**config.mk**
```make
export PLATFORM = sky130hd
export DESIGN_NAME = tictactoe_board_ctrl
export DESIGN_NICKNAME = d
export VERILOG_FILES = /design/src/rtl/tictactoe_pkg.sv /design/src/rtl/tictactoe_turn_timer.sv /design/src/rtl/tictactoe_board_ctrl.sv
export SDC_FILE = /design/constraint.sdc
export NUM_CORES = 1
export LEC_CHECK = 0
export CAP_MARGIN = 20
export CORE_MARGIN = 10
export CORE_UTILIZATION = 45
export DETAILED_ROUTE_END_ITERATION = 10
export HOLD_SLACK_MARGIN = 0.1
export PLACE_DENSITY = 0.86
export REMOVE_ABC_BUFFERS = 1
export SYNTH_ARGS = -nofsm -noshare
export SYNTH_HDL_FRONTEND = slang
export SYNTH_HIERARCHICAL = 1
export SYNTH_SLANG_ARGS = --single-unit
export TNS_END_PERCENT = 1
```
**constraint.sdc**
```tcl
create_clock -name clk -period 3.9 [get_ports clk]
set_input_delay 0.78 -clock clk [delete_from_list [all_inputs] [get_ports clk]]
set_output_delay 0.78 -clock clk [all_outputs]
set_load 0.005 [all_outputs]
```
**src/rtl/tictactoe_pkg.sv**
```systemverilog
// Shared types and constants for the tic-tac-toe board controller.
// Holds the FSM state enum, the winner encoding, the cell index type and the one-hot cell mask helper.
package tictactoe_pkg;

  localparam int NUM_CELLS = 9;

  typedef logic [3:0] cell_idx_t;

  typedef enum logic [1:0] {
    PLAY  = 2'd0,
    CHECK = 2'd1,
    OVER  = 2'd2
  } state_e;

  localparam logic [1:0] WIN_NONE  = 2'b00;
  localparam logic [1:0] WIN_X     = 2'b01;
  localparam logic [1:0] WIN_O     = 2'b10;
  localparam logic [1:0] WIN_FAULT = 2'b11;

  // Indices 9..15 shift the single bit out of the mask, so they map to an all-zero mask.
  function automatic logic [NUM_CELLS-1:0] cell_mask(cell_idx_t idx);
    logic [NUM_CELLS-1:0] one;
    one = {{(NUM_CELLS-1){1'b0}}, 1'b1};
    return one << idx;
  endfunction

endpackage

```
**src/rtl/tictactoe_turn_timer.sv**
```systemverilog
// Idle-turn counter: counts consecutive run cycles and flags the one that reaches TIMEOUT_CYCLES.
// Latency: expire is combinational in the cycle the count is reached; the counter self-clears then.
// Backpressure: none; a low run clears the count.
module tictactoe_turn_timer #(
  parameter int TIMEOUT_CYCLES = 1000
) (
  input  logic clk,
  input  logic rst_n,
  input  logic run,
  output logic expire
);

  localparam int CW = $clog2(TIMEOUT_CYCLES + 1);
  localparam logic [CW-1:0] LAST = CW'(TIMEOUT_CYCLES - 1);

  logic [CW-1:0] cnt;

  assign expire = run && (cnt == LAST);

  always_ff @(posedge clk or negedge rst_n) begin
    if (!rst_n) begin
      cnt <= '0;
    end else if (!run || expire) begin
      cnt <= '0;
    end else begin
      cnt <= cnt + CW'(1);
    end
  end

endmodule

```
**src/rtl/tictactoe_board_ctrl.sv**
```systemverilog
// Board controller: accepts moves, owns X/O boards and turn, resolves the game from the external checker.
// Latency: ack/rej in T+1, game_over/winner in T+2; TURN_TIMEOUT_EN adds an idle-turn forfeit pulse.
// Backpressure: move_ready is low in CHECK and OVER and whenever new_game is asserted.
module tictactoe_board_ctrl
  import tictactoe_pkg::*;
#(
  parameter int TIMEOUT_CYCLES = 1000
) (
  input  logic       clk,
  input  logic       rst_n,
  input  logic       new_game,
  input  logic       move_valid,
  input  logic [3:0] move_pos,
  output logic       move_ready,
  output logic       move_ack,
  output logic       move_rej,
  output logic [8:0] x,
  output logic [8:0] o,
  output logic       turn,
  input  logic       chk_error,
  input  logic       chk_full,
  input  logic       chk_win_x,
  input  logic       chk_win_o,
  output logic       game_over,
  output logic [1:0] winner,
  output logic       timeout
);

  if (TIMEOUT_CYCLES < 1) begin : g_cfg_check
    $error("TIMEOUT_CYCLES must be at least 1");
  end

  state_e               state;
  cell_idx_t            pos;
  logic [15:0]          occ_ext;
  logic [NUM_CELLS-1:0] place;
  logic                 hs;
  logic                 legal;
  logic                 accept;
  logic                 expire;

  assign pos        = move_pos;
  assign move_ready = (state == PLAY) && !new_game;
  assign hs         = move_valid && move_ready;
  // Zero-extend occupancy so out-of-range indices read as free; range check rejects them anyway.
  assign occ_ext    = {7'b0, x | o};
  assign legal      = (pos <= 4'd8) && !occ_ext[pos];
  assign accept     = hs && legal;
  assign place      = cell_mask(pos);

`ifdef TURN_TIMEOUT_EN
  logic run;

  // Counts PLAY cycles without an accepted move; a move in the expiry cycle takes priority.
  assign run = move_ready && !accept;

  tictactoe_turn_timer #(
    .TIMEOUT_CYCLES(TIMEOUT_CYCLES)
  ) u_turn_timer (
    .clk    (clk),
    .rst_n  (rst_n),
    .run    (run),
    .expire (expire)
  );

  always_ff @(posedge clk or negedge rst_n) begin
    if (!rst_n) begin
      timeout <= 1'b0;
    end else begin
      timeout <= expire;
    end
  end
`else
  assign expire  = 1'b0;
  assign timeout = 1'b0;
`endif

  always_ff @(posedge clk or negedge rst_n) begin
    if (!rst_n) begin
      state     <= PLAY;
      x         <= '0;
      o         <= '0;
      turn      <= 1'b0;
      game_over <= 1'b0;
      winner    <= WIN_NONE;
      move_ack  <= 1'b0;
      move_rej  <= 1'b0;
    end else begin
      move_ack <= 1'b0;
      move_rej <= 1'b0;
      if (new_game) begin
        state     <= PLAY;
        x         <= '0;
        o         <= '0;
        turn      <= 1'b0;
        game_over <= 1'b0;
        winner    <= WIN_NONE;
      end else begin
        case (state)
          PLAY: begin
            if (accept) begin
              if (turn) o <= o | place;
              else      x <= x | place;
              move_ack <= 1'b1;
              state    <= CHECK;
            end else begin
              move_rej <= hs;
              if (expire) turn <= ~turn;
            end
          end
          CHECK: begin
            if (chk_error) begin
              state     <= OVER;
              game_over <= 1'b1;
              winner    <= WIN_FAULT;
            end else if (chk_win_x) begin
              state     <= OVER;
              game_over <= 1'b1;
              winner    <= WIN_X;
            end else if (chk_win_o) begin
              state     <= OVER;
              game_over <= 1'b1;
              winner    <= WIN_O;
            end else if (chk_full) begin
              state     <= OVER;
              game_over <= 1'b1;
              winner    <= WIN_NONE;
            end else begin
              state <= PLAY;
              turn  <= ~turn;
            end
          end
          OVER: begin
            state <= OVER;
          end
          default: state <= PLAY;
        endcase
      end
    end
  end

endmodule

```
## Word level (Yosys, flattened, before mapping)

Index checks and enable logic that the tools add are counted.

- Register bits after elaboration: 26
- Input port bits: 12
- Output and inout port bits: 26
- Word-level logic and storage cells: 80

- Magnitude comparators: 2
- Equal/unequal tests: 8
- Shift-type cells: 1
- Mux-type cells: 41
- Bitwise gates (word level): 4
- Reduce and logical (&&, ||, !) cells: 16

Operator list:

| operator | count |
|---|---|
| 9-bit two-way mux | 8 |
| 9-bit OR | 3 |
| 2-bit two-way mux | 12 |
| 1-bit two-way mux | 19 |
| 2-bit != test, second input constant | 5 |
| 1-bit by 4-bit left shift with 9-bit output, first input constant | 1 |
| 2-bit nonzero test | 4 |
| 2-bit case mux with 3 select lines | 1 |
| 3-bit AND reduction | 2 |
| 4-bit by 5-bit < comparator with 1-bit output, second input constant | 1 |
| 5-bit AND reduction | 1 |
| 5-bit nonzero test | 1 |
| 1-bit binary-select mux with 4-bit select | 1 |
| 4-bit less-or-equal comparator, second input constant | 1 |
| 1-bit logical AND | 4 |
| 3-bit != test, second input constant | 1 |
| 2-bit by 1-bit equality test with 1-bit output, second input constant | 1 |
| 2-bit equality test, second input constant | 1 |
| 1-bit logical NOT | 2 |
| 2-bit logical NOT | 1 |
| 2-bit AND reduction | 1 |
| 1-bit NOT | 1 |

## Depth between registers and ports, before layout

Gate-level depths: netlist of run 1.

- Word-level depth: 9
- Depth in mapped cells: 6
- Mapped depth without buffers: 4

## Least setup slack after synthesis of run 1

OpenSTA, ideal clock, no wires.

- Kind: in2reg
- Start point: in move_pos[1]
- End point: reg move_rej
- Library setup time: 121 ps
- Arrival: 1985 ps
- Data required time: 3779 ps
- Slack: 1795 ps
- Cell stages on the path: 4
- Path buffers: 1
- Cells stage by stage: buf_2 -> or4b_1 -> or3_1 -> and3b_2

- Longest elaborated chain between the ends: 8
- Elaborated cells on any way between the ends: 9
- Classes of those cells: order compare: 1; mux: 5; reduce/logical: 3

RTL lines:

| item | line | text |
|---|---|---|
| start: declaration | tictactoe_board_ctrl.sv:13 | `input logic [3:0] move_pos,` |
| 1-bit binary-select mux with 4-bit select | tictactoe_board_ctrl.sv:47 | `assign legal = (pos <= 4'd8) && !occ_ext[pos];` |
| 1-bit two-way mux (not written as such) | tictactoe_board_ctrl.sv:47 |  |
| 1-bit logical NOT | tictactoe_board_ctrl.sv:47 |  |
| 1-bit logical AND (*) | tictactoe_board_ctrl.sv:47 |  |
| 1-bit logical AND (*) | tictactoe_board_ctrl.sv:48 | `assign accept = hs && legal;` |
| 1-bit two-way mux (*) | tictactoe_board_ctrl.sv:101 | `if (accept) begin` |
| 1-bit two-way mux (*) | tictactoe_board_ctrl.sv:99 | `case (state)` |
| 1-bit two-way mux (*) | tictactoe_board_ctrl.sv:91 | `if (new_game) begin` |
| end signal: assignment | tictactoe_board_ctrl.sv:107 | `move_rej <= hs;` |
| end: declaration | tictactoe_board_ctrl.sv:16 | `output logic move_rej,` |

Mark *: on every way between the ends. The rest lies on a longest branch, timed or not. The select of a mux whose other input is x is not followed.
A chain may end at the register's enable or synchronous reset.

## Worst setup path after layout of run 1

- Start point: in move_pos[0]
- End point: reg o[8]

- Longest elaborated chain between the ends: 7
- Elaborated cells on any way between the ends: 14
- Classes of those cells: order compare: 1; shift: 1; mux: 6; bitwise: 1; reduce/logical: 5

RTL lines:

| item | line | text |
|---|---|---|
| 1-bit binary-select mux with 4-bit select | tictactoe_board_ctrl.sv:47 |  |
| 1-bit two-way mux (not written as such) | tictactoe_board_ctrl.sv:47 |  |
| 1-bit logical NOT | tictactoe_board_ctrl.sv:47 |  |
| 1-bit logical AND | tictactoe_board_ctrl.sv:47 |  |
| 1-bit logical AND | tictactoe_board_ctrl.sv:48 |  |
| 2-bit nonzero test (no source line) | n/a |  |
| 3-bit AND reduction (no source line) | n/a |  |
| end signal: assignment | tictactoe_board_ctrl.sv:102 | `if (turn) o <= o \| place;` |
| end: declaration | tictactoe_board_ctrl.sv:18 | `output logic [8:0] o,` |

Several ways; a longest one is shown, not always the timed one. The select of a mux whose other input is x is not followed.

==> results of run 1 <==
report_power, final:
group / switching, mW / total (mW) / internal, mW / leakage (nW)
Sequential: 0.00374 / 0.278 / 0.275 / 0.361
Combinational: 0.0395 / 0.0721 / 0.0326 / 0.305
Clock: 0.0829 / 0.187 / 0.104 / 0.0279
Total: 0.126 / 0.537 / 0.411 / 0.694
worst max-delay path, delay by kind of cell:
kind / cells / cell delay (ns)
AO/OA/AOI/OAI: 3 / 1.37
buffers and inverters: 2 / 0.99
logic make-up (layout without fill, tap and decap cells):
group	Yosys count	count (layout)	synth area share (%)
simple gates	48	48	20.5
compound gates	32	32	19.6
buf+inv	27	59	9.02
flops	26	26	49.9
other cells	1	1	0.288
xor+xnor	1	1	0.672
worst max path at each step:
stage	startpoint	endpoint	slack, ns
6_report	move_pos[0]	o[8]	0.94
5_1_grt	move_pos[0]	x[0]	0.82
4_1_cts	move_pos[0]	x[0]	0.97
3_5_place_dp	move_pos[0]	x[0]	0.64
3_3_place_gp	move_pos[0]	move_rej	0.78
2_1_floorplan	new_game	o[2]	1.78
layer usage:
metal	vias up	GRT usage, %
met5	-	0
met4	0	4.35
met3	2	3.36
met2	29	22.4
met1	543	15.7
li1	548	-
registers in the layout, summed over array words and instances (netlist names):
name / count
o: 9
move_ack: 1
winner: 2
move_rej: 1
x: 9
turn: 1
game_over: 1
state: 2
cells in the final DEF (no fill, tap or decap), types with 3 or more instances in the layout:
cell / n
nor2_1: 14
inv_1: 17
nand2_1: 10
nand2b_1: 5
clkbuf_4: 3
a211oi_1: 3
clkdlybuf4s50_1: 36
a311oi_1: 3
a21oi_1: 5
dfrtp_1: 26
nor3_1: 7
o22ai_1: 10
area by class of cell:
cell class                 instances  area, µm²  share of cell area (%)
clock inverter                     1       30.0                    1.73
inverter                          17       63.8                    3.67
sequential                        26        651                    37.5
timing repair buffer              38        395                    22.8
tap                               31       38.8                    2.23
multi-input combinational         82        536                    30.8
clock buffer                       3       22.5                    1.30
cell usage after synthesis, drive strengths merged, types with 3 or more instances:
cell	n	area, µm²
buf	7	42.5
dfrtp	26	651
nand2	11	43.8
nand2b	5	31.3
o22ai	10	62.6
nor2	14	52.6
inv	17	63.8
clkbuf	3	11.3
a311oi	3	26.3
nor3	8	51.3
a21oi	5	25.0
o41ai	4	50.1
a211oi	3	22.5
through the flow:
step | area (µm²) | utilization (%) | hold WS [ns] | total power [mW]
after global placement | 1660 | 60.1 | 0.487 | 0.349
after global routing | 1740 | 63.0 | 0.576 | 0.560
after CTS | 1740 | 63.0 | 0.539 | 0.540
after floorplan | 1250 | - | 0.484 | 0.308
after detailed placement | 1680 | 61.1 | 0.505 | 0.355
final | 1740 | 63.0 | 0.536 | 0.537
==> flow_metrics.tcl, run 1 <==
set metrics [dict create \
    netlist_area_mm2 0.00130 \
    wl_met1_mm 1.42 \
    p_leak_nw 0.694 \
    ys_ff_latch 26 \
    synthesis.instances 135 \
    ff2ff_setup_slack_ns 1.85 \
    grtUsageTotal_pct 13.2 \
    fin_tns_setup_ns 0 \
    cts_hold_buf 0 \
    rsz0062_at_grt "false" \
    cpMaxStageDelayCell "clkdlybuf4s50_1" \
    worst-setup-path-type "in -> reg" \
    whs_endpoint "o[1]" \
    layout.nets 180 \
    numCtsBuffers 3 \
    htreeDepth 1 \
    vias 1122 \
    period_share_pct 76.0 \
    coreArea_mm2 0.00276 \
    maxSlewViolCount 0 \
    avgSynthCellArea_um2 9.66 \
    hold_path_depth 2 \
    n_fill_cell 236 \
    die_area_mm2 0.00545 \
    cap_violations 0 \
    first_iter_violations 70 \
    period_needed_ns 2.96 \
    end_kind "register" \
    die_x_um 73.8 \
    routed_wirelength_mm 3.50 \
    die_y_um 73.8 \
    io_buffers 36 \
    placed_cells 194 \
    crit_path_max_incr_delay_ns 0.78 \
    r2r_cells 4 \
    grt_pass1_wl_mm 5.78 \
    synthArstFlopShare_pct 100 \
    ys_seq_area_share_pct 49.9 \
    grt_antenna_before_repair 0 \
    cts_tree "done" \
    tightest_slew_ns 0.844 \
    yosys_warnings 6 \
    route.met3.wl_um 209 \
    hold_violations 0 \
    hp-start "o[1]" \
    first_global_vias 1175 \
    path_clk_slew_ns 0.14 \
    place.gp.congestion 0.912 \
    boundaryPins 38 \
    ir_drop_uv 219 \
    area_delta_synth_final_pct 33.2 \
    required_ns 4.08 \
    setup_viol 0 \
    cts_resized 0 \
    fmax_ghz 0.338 \
    root_buffer "clkbuf_4" \
    synth_cell_types 34 \
    synth-edff-count 0 \
    wl_per_cell_um 17.7 \
    antenna_cells 0 \
    num_rows 19 \
    ant_nets 0 \
    synthFlopType "dfrtp_1" \
    drive_above_1_share_pct 7.78 \
    gr-total-overflow 0 \
    initial_core_util_pct 47.3 \
    start_kind "input pin" \
    top_layer "met4" \
    relSlewSlack_pct 43.7 \
    grt_max_degree 24 \
    fin_skew_ns 0.00167 \
    hpwl_mm 2.58 \
    hold_class "reg -> reg" \
    status "completed" \
    drt_first_pass_iters 4 \
    drc 0 \
    setup_ws_ns 0.937 \
    crit_arrival_ns 3.14 \
    crit_fanout 21 \
    viasPerCell 5.67 \
    met2_length_mm 1.85 \
    cts_sinks 26 \
    worst_skew_pair.late_latency_ns 0.32 \
    r2r-start "state[1]" \
    preCtsSetupSlack_ns 0.642 \
    reg2reg_to "o[3]" \
    final_cells 198 \
    crit_chain "clkdlybuf4s50_1 -> inv_1 -> o311ai_0 -> o32a_1 -> a311oi_1" \
    powerDensity_mw_per_mm2 309 \
    clockBufferDepth 2 \
    post_cts_buffers 0 \
]
Power figures use the tool's default switching activity.
==> inputs of run 2 (changes only) <==
==> constraint.sdc (replaced) <==
create_clock -name clk -period 2.9 [get_ports clk]
set_input_delay 0.58 -clock clk [delete_from_list [all_inputs] [get_ports clk]]
set_output_delay 0.58 -clock clk [all_outputs]
set_load 0.005 [all_outputs]
==> run 2 against run 1 <==
Total power rose by 34%. Die area unchanged. Non-clock buffer count rose by 4. Critical path depth fell by 1. Sequential share of layout area shrank 0.48 points. Clock power increased by 32%. Combinational power increased by 40%. Via count up 0.80%.
==> flow_metrics.tcl, run 2 (synthesis results as in run 1) <==
set metrics [dict create \
    drc 0 \
    die_area_mm2 0.00545 \
    hp-start "o[1]" \
    cp_num_buf_inv 3 \
    rsz0062_at_grt "false" \
    grt_max_degree 27 \
    crit_chain "clkdlybuf4s50_1 -> buf_4 -> nor3_1 -> clkdlybuf4s50_1" \
    htreeDepth 1 \
    grt_pass1_wl_mm 5.78 \
    start_kind "input pin" \
    clockBufferDepth 2 \
    maxSlewViolCount 0 \
    worst-setup-path-type "in -> out" \
    die_x_um 73.8 \
    mostFrequentLayoutCell "clkdlybuf4s50_1" \
    cpMaxStageDelayCell "clkdlybuf4s50_1" \
    critical_path.top_delay_family "buffers and inverters" \
    boundaryPins 38 \
    comb_power_share_pct 14.0 \
    first_global_vias 1148 \
    status "completed" \
    crit_path_max_incr_delay_ns 0.53 \
    gr-total-overflow 0 \
    place.gp.congestion 0.854 \
    wl_per_cell_um 16.4 \
    ir_drop_uv 323 \
    cts_sinks 26 \
    power.share.switching_pct 22.7 \
    drt_first_pass_iters 4 \
    io_buffers 36 \
    period_share_pct 84.6 \
    p_clk_share_pct 34.1 \
    initial_core_util_pct 47.3 \
    cts_hold_buf 0 \
    coreArea_mm2 0.00276 \
    n_fill_cell 245 \
    routed_wirelength_mm 3.31 \
    hold_path_depth 2 \
    end_kind "primary output" \
    antenna_cells 0 \
    fin_skew_ns 0.0112 \
    path_clk_slew_ns 0.13 \
    num_rows 19 \
    power_frac_seq_pct 51.9 \
    root_buffer "clkbuf_4" \
    crit_fanout 6 \
    preCtsSetupSlack_ns 0.304 \
    area_delta_synth_final_pct 34.9 \
    final_cells 202 \
    ant_nets 0 \
    final_cell_mix "clkdlybuf4s50_1, dfrtp_1, inv_1" \
    tightest_slew_ns 0.553 \
    switchingPower_uw 164 \
    reg_top3 "o (9), x (9)" \
    relSlewSlack_pct 62.8 \
    fmax_ghz 0.408 \
    fin_tns_setup_ns 0 \
    vias 1131 \
    placed_cells 198 \
    worst_skew_pair.late_latency_ns 0.32 \
    cts_resized 0 \
    p_leak_nw 0.710 \
    internal_power_uw 557 \
    hold_class "reg -> reg" \
    post_cts_buffers 0 \
    setup_ws_ns 0.447 \
    r2r_cells 4 \
    whs_endpoint "o[1]" \
    crit_arrival_ns 1.87 \
    crit_top_cell "clkdlybuf4s50_1" \
    reg2reg_to "o[6]" \
    cts_tree "done" \
    required_ns 2.32 \
    hold_violations 0 \
    cap_violations 0 \
    die_y_um 73.8 \
    first_iter_violations 125 \
    r2r-start "state[1]" \
    powerDensity_mw_per_mm2 410 \
    period_needed_ns 2.45 \
    grtUsageTotal_pct 13.0 \
    viasPerCell 5.60 \
    setup_viol 0 \
    ff2ff_setup_slack_ns 0.85 \
    drive_above_1_share_pct 9.94 \
    hpwl_mm 2.56 \
    layout.nets 184 \
    grt_antenna_before_repair 0 \
    numCtsBuffers 3 \
    crit_start "new_game" \
]
## run 2: changes by cell type in the layout (fill, tap and decap cells not counted)
cell	change
buf_4	+4
buf_12	+1
buf_16	-1
## run 2: cell type report
| cell class | count | area (µm²) | share of cell area [%] |
|---|---|---|---|
| Clock buffer | 3 | 22.5 | 1.28 |
| Timing Repair Buffer | 42 | 418 | 23.8 |
| Multi-Input combinational cell | 82 | 536 | 30.4 |
| Sequential cell | 26 | 651 | 37.0 |
| Clock inverter | 1 | 30.0 | 1.71 |
| Tap cell | 31 | 38.8 | 2.20 |
| Inverter | 17 | 63.8 | 3.63 |
## run 2: how the worst max path moves through the flow
stage | cells past startpoint | to | slack (ns)
after floorplan | 4 | o[2] | 0.98
after global placement | 5 | o[6] | 0.36
after detailed placement | 4 | move_rej | 0.30
after CTS | 4 | move_ready | 0.42
after global routing | 4 | move_ready | 0.40
final | 4 | move_ready | 0.45
## run 2: power groups by stage
stage               Sequential (mW)  Clock [mW]  Combinational (mW)
CTS                           0.374       0.254               0.102
detailed placement            0.381           0               0.102
global route                  0.376       0.267               0.111
global placement              0.380           0              0.0996
finish                        0.374       0.246               0.101
floorplan                     0.381           0              0.0338
## run 2: through the flow
step	power (mW)	area (µm²)	util, %	hold slack, ns
final	0.721	1760	63.8	0.537
after global routing	0.754	1760	63.8	0.576
after CTS	0.730	1760	63.8	0.542
after detailed placement	0.483	1710	61.9	0.506
after global placement	0.480	1710	61.9	0.488
after floorplan	0.415	1250	-	0.284
## run 2: tightest hold or removal path, stage by stage (launching register included)
cell      delay, ns
dfrtp_1        0.39
nand2b_1       0.07
o41ai_1        0.05
## run 2: metal layers
layer  wire length, µm  track usage (%)  part of all wire (%)
met5                 0                0                     0
met4                21             2.48                  0.64
met2              1600             21.3                    49
met1              1420             16.4                    43
met3               262             4.04                   7.9
